$ cat src/rtl/bist_scheduler.sv
// bist_scheduler: runs selected SRAM BIST engines in order, enforces timeouts, logs failing addresses
module bist_scheduler #(
  parameter int ADDR_WIDTH = 8,
  parameter int NUM_ENG = 4,
  parameter int LOG_DEPTH = 8,
  parameter int TIMEOUT_CYCLES = 8192
) (
  input  logic                          clk,
  input  logic                          rst,
  input  logic                          start,
  input  logic [NUM_ENG-1:0]            alg_mask,
  output logic [NUM_ENG-1:0]            eng_start,
  input  logic [NUM_ENG-1:0]            eng_done,
  input  logic [NUM_ENG-1:0]            eng_fail,
  input  logic [NUM_ENG*ADDR_WIDTH-1:0] eng_fail_addr,
  output logic                          busy,
  output logic                          done,
  output logic                          pass,
  output logic [1:0]                    cur_eng,
  output logic [7:0]                    fail_count,
  output logic [NUM_ENG-1:0]            timeout_mask,
  output logic                          log_valid,
  output logic [ADDR_WIDTH-1:0]         log_addr,
  output logic [1:0]                    log_eng,
  input  logic                          log_rd,
  output logic                          log_overflow
);
  localparam int TW = $clog2(TIMEOUT_CYCLES);
  localparam int PW = $clog2(LOG_DEPTH);
  typedef enum logic [2:0] {IDLE, SELECT, RUN, GAP, DONE} state_t;
  state_t state, state_nx;
  logic [NUM_ENG-1:0] mask_rem;
  logic [TW-1:0] tcnt;
  logic [1:0] low_idx;
  logic [ADDR_WIDTH+1:0] mem [LOG_DEPTH];
  logic [PW-1:0] wp, rp;
  logic [PW:0] cnt;
  logic accept, in_run, cur_done, tlast, push, pop, full, wr;
  assign accept = start && (state == IDLE || state == DONE);
  assign in_run = state == RUN;
  assign cur_done = eng_done[cur_eng];
  assign tlast = tcnt == TW'(TIMEOUT_CYCLES - 1);
  assign push = in_run && eng_fail[cur_eng];
  assign pop = log_rd && log_valid;
  assign full = cnt == (PW+1)'(LOG_DEPTH);
  assign wr = push && (!full || pop);
  // lowest engine still waiting to run
  always_comb begin
    low_idx = '0;
    for (int i = NUM_ENG - 1; i >= 0; i--) if (mask_rem[i]) low_idx = i[1:0];
  end
  // state register
  always_ff @(posedge clk) state <= rst ? IDLE : state_nx;
  // next-state: one engine per SELECT/RUN/GAP round, DONE once the mask is exhausted
  always_comb begin
    state_nx = state;
    case (state)
      IDLE, DONE: state_nx = accept ? SELECT : state;
      SELECT:     state_nx = mask_rem == '0 ? DONE : RUN;
      RUN:        state_nx = cur_done || tlast ? GAP : RUN;
      GAP:        state_nx = SELECT;
      default:    state_nx = IDLE;
    endcase
  end
  // state-decoded outputs
  always_comb begin
    eng_start = in_run ? NUM_ENG'(1) << cur_eng : '0;
    busy = state == SELECT || in_run || state == GAP;
    done = state == DONE;
    pass = done && fail_count == '0 && timeout_mask == '0;
  end
  // run bookkeeping: engine pick, timeout counter, fail/timeout summaries
  always_ff @(posedge clk) begin
    if (rst) begin
      mask_rem <= '0;
      cur_eng <= '0;
      tcnt <= '0;
      fail_count <= '0;
      timeout_mask <= '0;
    end else if (accept) begin
      mask_rem <= alg_mask;
      fail_count <= '0;
      timeout_mask <= '0;
    end else begin
      if (state == SELECT && mask_rem != '0) begin
        cur_eng <= low_idx;
        mask_rem <= mask_rem & (mask_rem - 1'b1);
      end
      tcnt <= in_run ? tcnt + 1'b1 : '0;
      if (in_run && tlast && !cur_done) timeout_mask[cur_eng] <= 1'b1;
      if (push && fail_count != 8'hff) fail_count <= fail_count + 1'b1;
    end
  end
  // fail-log storage; a simultaneous pop frees the slot so a push into a full log still lands
  always_ff @(posedge clk) if (wr) mem[wp] <= {cur_eng, eng_fail_addr[cur_eng*ADDR_WIDTH +: ADDR_WIDTH]};
  // fail-log pointers and overflow flag, wiped by reset or a new run
  always_ff @(posedge clk) begin
    if (rst || accept) begin
      wp <= '0;
      rp <= '0;
      cnt <= '0;
      log_overflow <= 1'b0;
    end else begin
      if (wr) wp <= wp + 1'b1;
      if (pop) rp <= rp + 1'b1;
      cnt <= cnt + (PW+1)'(wr) - (PW+1)'(pop);
      if (push && full && !pop) log_overflow <= 1'b1;
    end
  end
  // head of the log, zeroed when empty
  always_comb begin
    log_valid = cnt != '0;
    log_addr = log_valid ? mem[rp][ADDR_WIDTH-1:0] : '0;
    log_eng = log_valid ? mem[rp][ADDR_WIDTH +: 2] : '0;
  end
endmodule

$ cat config.mk
export PLATFORM = sky130hd
export DESIGN_NAME = bist_scheduler
export DESIGN_NICKNAME = d
export VERILOG_FILES = /design/src/rtl/bist_scheduler.sv
export SDC_FILE = /design/constraint.sdc
export NUM_CORES = 1
export LEC_CHECK = 0
export ABC_CLOCK_PERIOD_IN_PS = 2450
export CAP_MARGIN = 10
export CORE_UTILIZATION = 45
export CTS_CLUSTER_DIAMETER = 120
export DETAILED_ROUTE_END_ITERATION = 8
export PLACE_DENSITY = 0.71
export SLEW_MARGIN = 30
export SYNTH_ARGS = -nofsm -noshare
export SYNTH_HDL_FRONTEND = slang
export SYNTH_SLANG_ARGS = --single-unit
$ cat constraint.sdc
create_clock -name clk -period 2.45 [get_ports clk]
set_input_delay 0.6125 -clock clk [delete_from_list [all_inputs] [get_ports clk]]
set_output_delay 0.6125 -clock clk [all_outputs]
set_load 0.01 [all_outputs]
**After elaboration in Yosys (flattened, before gate mapping)**

Memories as Yosys holds them, arrays and structs flattened. A register that Yosys moved wholly into a read port is not among the register bits.
Cells that the tools add are included.

- Add/sub/neg operators: 7
- $lt $le $gt $ge: 2
- Equality and inequality tests: 8
- Shift operators: 2
- Muxes and demuxes: 24
- Bitwise gates (word level): 3
- Reductions and logical operators: 32

Operator list:

| operator | count |
|---|---|
| 32-bit by 6-bit variable part select with 8-bit output | 1 |
| 13-bit by 1-bit adder with 13-bit output, second input constant | 1 |
| 13-bit equality test, second input constant | 1 |
| 1-bit logical AND | 13 |
| 13-bit 2-to-1 mux | 1 |
| 3-bit 2-to-1 mux | 4 |
| 4-bit 2-to-1 mux | 3 |
| 3-bit case mux with 4 select lines | 1 |
| 2-bit 2-to-1 mux | 5 |
| 8-bit by 1-bit adder with 8-bit output, second input constant | 1 |
| 4-bit logical NOT | 2 |
| 8-bit logical NOT | 1 |
| 8-bit 2-to-1 mux | 1 |
| 8-bit inequality test, second input constant | 1 |
| 4-bit nonzero test | 2 |
| 3-bit by 1-bit adder with 3-bit output, second input constant | 2 |
| 3-bit by 2-bit equality test with 1-bit output, second input constant | 2 |
| 1-bit logical OR | 6 |
| 1-bit 2-to-1 mux | 6 |
| 4-bit by 1-bit adder with 4-bit output | 1 |
| 4-bit AND | 1 |
| 1-bit binary-select mux with 2-bit select | 2 |
| 4-bit equality test, second input constant | 1 |
| 4-bit OR | 1 |
| 15 further kinds | 18 |

- Bits in registers: 45
- RAM bits: 80
- Input port bits: 48
- Output and inout port bits: 33
- Logic and storage cells: 89
- Memories kept: 1

Memory list:

| memory | depth | bits a word | rd ports | clocked after Yosys merged registers in | wr ports | RTL line | text |
|---|---|---|---|---|---|---|---|
| mem | 8 | 10 | 1 | 1 | 1 | 35 | `logic [ADDR_WIDTH+1:0] mem [LOG_DEPTH];` |

**Depth between registers and ports, before layout**

Gate-level depths: netlist of run 1.

- Word-level depth: 6
- Depth in mapped cells: 11

**Worst setup path before layout of run 1**

Ideal clock, no wire load.

- Kind: flip-flop to flip-flop
- Start point: reg cur_eng[0]
- End point: mem mem[2][0] (netlist name) (enable)
- Library setup time: 407 ps
- Arrival time: 2,381 ps
- Data required time: 2,043 ps
- Setup slack: -339 ps
- Cell stages (with the launch flop): 5
- Path buffers: 1
- Clock period less this slack: 2,789 ps
- Path through: dfxtp_1 -> buf_2 -> mux4_2 -> o211ai_2 -> nor4b_1

- Longest elaborated chain between the ends: 6

Ends and longest elaborated chain:

| what | RTL line | text |
|---|---|---|
| from (decl) | 19 | `output logic [1:0] cur_eng,` |
| from (signal assigned) | 86 | `cur_eng <= low_idx;` |
| 1-bit binary-select mux with 2-bit select | 43 | `assign push = in_run && eng_fail[cur_eng];` |
| 1-bit 2-to-1 mux (not written as such) | 43 |  |
| 1-bit logical AND | 43 |  |
| 1-bit logical AND | 46 | `assign wr = push && (!full \|\| pop);` |
| 1-bit 2-to-1 mux | 95 | `always_ff @(posedge clk) if (wr) mem[wp] <= {cur_eng, eng_fail_addr[cur_eng*ADDR_WIDTH +: ADDR_WIDTH]};` |
| 1-bit 2-to-1 mux (not written as such) | 95 |  |
| to (decl) | 35 |  |

Every way passes these cells. The select of a mux whose other input is x is not followed.

==> summary.txt, run 1 <==
STA
  • Period utilisation layout: 101.1%
  • Final hold violation count: 0
  • Final Slew Violations: 0
  • Setup repair after global routing missed its margin: yes
  • Layout Skew: 0.008509 ns
  • Slew @ Worst Pin: 0.8382 ns
  • Slew margin rel.: 43.91%
  • Final setup violation count: 4
  • WHS: 0.4864 ns
  • Max Fclk: 403.5 MHz
  • Min Tclk post-route: 2.478 ns
  • Worst setup margin: -0.02807 ns

Floorplanning
  • Placement row count: 40
  • Die Height: 113.5 µm
  • Core area: 12060 µm²
  • Die Width: 113.5 µm
  • IO Pins: 81
  • Initial Util: 46.37%
  • Die ar.: 12880 µm²

Worst setup path
  • CP Data Required Time: 1.84 ns
  • Cell chain of the critical path: buf_12, buf_6, mux4_2, mux2i_1, nor2_1, buf_2
  • CP max stage cell: mux4_2
  • Worst-path maximum fanout: 8
  • Crit path launch type: flip-flop
  • CP Capture Type: primary output
  • CP Class: flip-flop to primary output
  • Worst path max stage delay: 0.51 ns
  • Arr. time, crit path: 1.87 ns

Run status
  • Outcome: finished, violations left
  • Failing checks: setup timing

Yosys
  • Combinational family with the most area after synthesis: multiplexers
  • Synth warn: 0
  • Yosys top cell area share: 42.95%
  • Syn avg cell area: 13.32 µm²
  • Synth top area cells: edfxtp_1 43%, dfxtp_1 17%, mux4_2 12%
  • Adder-Cell Fraction of Synth Area: 2.595%
  • Post-synthesis mux area share: 14.41%
  • Yosys reg bits: 128
  • Seq/Total Area, Yosys: 60.13%
  • Synth Area in Compound Gates: 5.324%
  • Post-Synth Simple-Gate Area: 12.46%
  • Synth cell types: 43
  • Post-Synthesis Cell Area: 5593 µm²
  • Post-Syn Instances: 420
  • Number of synthesized flops with an enable pin: 80
  • Post-synth ARST share: 0%
  • Dominant cell type by area after synthesis: edfxtp_1
  • Syn nets: 479
  • Main synth FF type: edfxtp_1
  • Post-Synth XOR/XNOR Area: 1.879%

Route
  • First-pass DRT Iterations: 5
  • DR vias: 3811
  • DRT iter0 DRCs: 167
  • Antenna-violating nets left: 0
  • DRT Wirelength: 12720 µm
  • Wire length per cell: 17.71 µm
  • Vias per cell: 5.308
  • DRC errors left: 0

Place
  • GP Congestion: 0.7953
  • Detailed Place HPWL: 8668 µm
  • Placed cells: 682
  • Port-buffer cells: 80

Global route
  • Largest net degree at the start of global routing: 21
  • First-pass GRT wire length: 20660 µm
  • Vias in the first global route: 4047
  • Gr ovfl total: 0
  • GRT Util Overall: 21.71%
  • Antenna violations before repair: 0

CTS
  • Clk_lat worst skew: 0.41 ns
  • CTS Hold Buffers Added: 0
  • CTS tree: done
  • CTS Buffer Depth: 2
  • Worst-path clk slew: 0.05 ns
  • Max H-tree Level: 4
  • Sink Count: 128
  • Root Driver: clkbuf_16
  • Total CTS buffers: 17

Layout
  • Post-layout util: 63.02%
  • Layout cell share with drive strength beyond 1: 24.55%
  • Commonest non-fill, non-tap cells in the layout: 80 x edfxtp_1, 64 x clkdlybuf4s50_1, 44 x dfxtp_1, 39 x nor2_1, 30 x mux4_2
  • Final nets: 596
  • Non-filler cells, final: 718
  • Fillers: 918
  • Commonest non-fill, non-tap cell in the layout: edfxtp_1
  • Area delta synth->final: 35.91%
  • N_diodes: 0

Power and ir drop
  • Leakage: 2.602 nW
  • Cell Pwr Density: 834.8 nW/µm²
  • Maximum VDD drop: 369.1 µV

Worst hold path
  • Worst min-delay path class: flip-flop to flip-flop

Flow run
  • Max-Cap Viols: 0
## logic make-up after synthesis
group                    Yosys count
AO/OA/AOI/OAI                     51
XOR/XNOR                          12
adder cells (fa/ha/maj)           11
buffers and inverters             39
flip-flops                       128
multiplexers                      43
AND/OR/NAND/NOR                  136
## cell usage after synthesis (all sizes together) (2+ instances only)
| cell type | n |
|---|---|
| a21o | 2 |
| a21oi | 22 |
| and2 | 5 |
| buf | 12 |
| clkbuf | 11 |
| dfxtp | 48 |
| edfxtp | 80 |
| ha | 10 |
| inv | 16 |
| mux2i | 13 |
| mux4 | 30 |
| nand2 | 27 |
| nand2b | 3 |
| nand3 | 17 |
| nand4 | 4 |
| nor2 | 41 |
| nor3 | 4 |
| nor3b | 7 |
| nor4 | 4 |
| nor4b | 4 |
| o211ai | 5 |
| o21ai | 15 |
| o31ai | 4 |
| or3 | 6 |
| or3b | 3 |
| or4 | 6 |
| xnor2 | 3 |
| xor2 | 9 |
## sequential cells by signal, summed over array words and instances (netlist names), named ones only
| signal | count |
|---|---|
| mem | 80 |
| tcnt | 13 |
| fail_count | 8 |
| cnt | 4 |
| mask_rem | 4 |
| timeout_mask | 4 |
| rp | 3 |
| state | 3 |
| wp | 3 |
| cur_eng | 2 |
| log_overflow | 1 |
## final timing paths
kind | start | end | slack, ns | cells after the start
worst max-delay path | flip-flop | log_eng[1] | -0.03 | 6
worst min-delay path | rp[1] | flip-flop | 0.49 | 2
worst max register to register | cnt[2] | cnt[1] | 0.23 | 10
worst min register to register | rp[1] | flip-flop | 0.49 | 2
## report_power, final
part	leakage [nW]	total (W)	switching (W)	internal, W
registers	1.11	0.00240	0.0000485	0.00235
clock network	0.321	0.00281	0.000908	0.00190
logic	1.17	0.00113	0.000542	0.000593
total	2.60	0.00635	0.00150	0.00485
## what timing repair did
action / CTS / global route
pin swaps: 0 / 3
gates cloned: 1 / 0
resized for setup: 64 / 10
hold endpoints to repair: 0 / 0
endpoints found under the setup margin: 27 / 24
buffers inserted: 4 / 1
## critical path, delay by kind of cell, from the launching register on
kind | cells | cell delay [ns]
DFF | 1 | 0.38
and+or+nand+nor | 1 | 0.05
buffers and inverters | 3 | 0.37
muxes | 2 | 0.65
## metrics by stage
stage          setup slack (ns)  cell area [µm²]  TNS (ns)  total power [W]
2_1_floorplan          -0.08313             5615    -1.496         0.003060
3_5_place_dp            -0.4478             6870    -14.74         0.003580
3_3_place_gp            -0.4005             6870    -11.66         0.003547
6_report               -0.02807             7601  -0.06291         0.006345
4_1_cts                 -0.1633             7601   -0.5055         0.006406
5_1_grt                 -0.1314             7601   -0.6983         0.006616
## layout make-up
class                           count  area (µm²)  share of cell area, %
Multi-Input combinational cell    253        2118                  27.87
Timing Repair Buffer              121        1174                  15.44
Sequential cell                   128        3373                  44.38
Clock buffer                       17       425.4                  5.597
Tap cell                          168       210.2                  2.765
Clock inverter                     15       240.2                  3.160
Inverter                           16       60.06                 0.7901
## routing by layer
metal  vias up  wire [µm]  track usage [%]  share of wire, %
li1       1821          -                -                 -
met1      1876       5266            25.00                41
met2       104       6846            39.47                54
met3        10        509            6.217               4.0
met4         0         93            5.702              0.73
met5         -          0                0                 0
Power figures use the tool's default switching activity.
==> run 2, diff against run 1 <==
ABC_CLOCK_PERIOD_IN_PS = 3000   (was 2450)
PLACE_DENSITY = 0.68   (was 0.71)
clock period = 3 ns   (was 2.45 ns; I/O delays follow)
==> run 2 against run 1 <==
Against the previous run: the flow now finishes without violations; non-clock buffer count is 15 lower; combinational power shrank 21%; critical path depth shrank 1; critical path type unchanged; highest routed layer unchanged.
==> summary.txt, run 2 (synthesis gave the netlist of run 1 again) <==
Layout
  • Area delta synth->final: 32.19%
  • Fillers: 957
  • Commonest non-fill, non-tap cells in the layout: 80 x edfxtp_1, 78 x clkdlybuf4s50_1, 46 x dfxtp_1, 40 x nor2_1, 30 x mux4_2
  • Reg area: 3368 µm²
  • Multi-input gate area: 2074 µm²
  • Leading registers by flop count: mem x80, tcnt x13, fail_count x8
  • Final nets: 581
  • Number of flip-flops in the largest register: 80
  • Layout cell share with drive strength beyond 1: 17.76%
  • N_diodes: 0
  • Non-filler cells, final: 703
  • Largest register by flop count: mem
  • Commonest non-fill, non-tap cell in the layout: edfxtp_1

CTS
  • CTS Buffer Depth: 2
  • Worst-path clk slew: 0.05 ns
  • Total CTS buffers: 17
  • CTS tree: done
  • Post-CTS Setup Repair Bufs: 0
  • Max H-tree Level: 4
  • CTS Hold Buffers Added: 0
  • Root Driver: clkbuf_16
  • Sink Count: 128
  • Post_cts resized: 0
  • Clk_lat worst skew: 0.41 ns

Worst hold path
  • Worst min-delay path class: flip-flop to flip-flop
  • Hold Startpoint: log_overflow

Floorplanning
  • Die ar.: 12880 µm²
  • IO Pins: 81
  • Core area: 12060 µm²
  • Die Width: 113.5 µm
  • Initial Util: 46.37%
  • Die Height: 113.5 µm
  • Placement row count: 40

Worst setup path
  • CP Data Required Time: 2.25 ns
  • Worst path max stage delay: 0.51 ns
  • Cell chain of the critical path: clkbuf_16, mux4_2, mux2i_1, nor2_1, clkdlybuf4s50_1
  • Worst-path maximum fanout: 10
  • Reg-to-Reg Start: cur_eng[1]
  • Buf/Inv on CP: 2
  • CP Capture Type: primary output
  • Crit path launch type: flip-flop
  • CP max stage cell: mux4_2
  • CP delay by family, top: buffers and inverters
  • Arr. time, crit path: 2.16 ns
  • CP Class: flip-flop to primary output

Flow run
  • Max-Cap Viols: 0

Power and ir drop
  • Leakage: 2.490 nW
  • Power, Total: 0.005108 W
  • Clk pwr share: 44.0%
  • Maximum VDD drop: 386.4 µV
  • P_int: 0.003946 W
  • P_sw: 0.001162 W
  • Register share of total power: 38.4%
  • Cell Pwr Density: 690.9 nW/µm²
  • Switching portion of total power: 22.75%
  • Combinational share of power: 17.6%

STA
  • Final hold violation count: 0
  • Slew margin rel.: 37.67%
  • Final Slew Violations: 0
  • Slew @ Worst Pin: 0.9278 ns
  • WHS: 0.4844 ns
  • Layout Skew: 0.006121 ns
  • Period utilisation layout: 97.13%
  • Max Fclk: 343.2 MHz
  • Min Tclk post-route: 2.914 ns
  • Final setup violation count: 0

Route
  • DR vias: 3697
  • First-pass DRT Iterations: 4
  • DRC errors left: 0
  • DRT iter0 DRCs: 204
  • DRT Wirelength: 11940 µm
  • Antenna-violating nets left: 0
  • Wire length per cell: 16.99 µm
  • Vias per cell: 5.259

Place
  • GP Congestion: 0.7583
  • Placed cells: 670
  • Detailed Place HPWL: 7949 µm
  • Port-buffer cells: 80

Global route
  • Gr ovfl total: 0
  • Antenna violations before repair: 0
  • GRT Util Overall: 19.79%
  • First-pass GRT wire length: 18870 µm
  • Largest net degree at the start of global routing: 25
  • Vias in the first global route: 3774

Run status
  • Outcome: finished, final reports clean
## run 2: cell types whose count changed in the layout (fill, tap and decap cells not counted), moves of 3 or more
cell and delta:
buf_2 -10, buf_12 -7, clkdlybuf4s50_1 +14, dlygate4sd2_1 -6
buf_4 -3, buf_6 -6
## run 2: metal layers
metal  track usage [%]  part of all wire (%)  vias up
met1             24.49                    44     1812
met2             33.66                    50       87
met3             4.676                   3.9       15
met4             7.719                   1.5        0
li1                  -                     -     1783
met5                 0                     0        -
## run 2: worst reg2reg max path, stage by stage (launching register included)
cell,delay (ns)
dfxtp_1,0.66
mux4_2,0.43
and2_1,0.24
or2_1,0.27
ha_1,0.28
a21o_1,0.17
a21oi_1,0.18
xnor2_1,0.13
nor2_1,0.05
## run 2: cell type report
cell class | count | area share (%)
Clock buffer | 19 | 5.855
Clock inverter | 13 | 2.928
Inverter | 16 | 0.8123
Sequential cell | 128 | 45.56
Multi-Input combinational cell | 253 | 28.06
Timing Repair Buffer | 106 | 13.94
Tap cell | 168 | 2.843
## run 2: stage by stage
step           setup TNS [ns]  utilization, %  cell area, µm²  setup slack (ns)
5_1_grt            -0.0008236           61.30            7393        -0.0008236
4_1_cts                     0           60.96            7353           0.01973
2_1_floorplan               0               -            5593            0.2103
3_3_place_gp         -0.03625           55.58            6704          -0.03625
6_report                    0           61.30            7393           0.08619
3_5_place_dp          -0.8863           55.58            6704           -0.1112
## run 2: path summary, 6_finish.rpt
kind,to,slack (ns),cells past startpoint
max,log_addr[4],0.09,5
min,log_overflow,0.48,2
max reg2reg,cnt[3],0.47,8
min reg2reg,log_overflow,0.48,2
## run 2: power by group through the flow
| stage | Combinational [W] | Sequential (W) | Clock, W |
|---|---|---|---|
| after floorplan | 0.000523 | 0.00197 | 0 |
| after global placement | 0.000880 | 0.00199 | 0 |
| after detailed placement | 0.000900 | 0.00199 | 0 |
| after CTS | 0.000901 | 0.00195 | 0.00228 |
| after global routing | 0.000985 | 0.00196 | 0.00236 |
| final | 0.000898 | 0.00196 | 0.00225 |
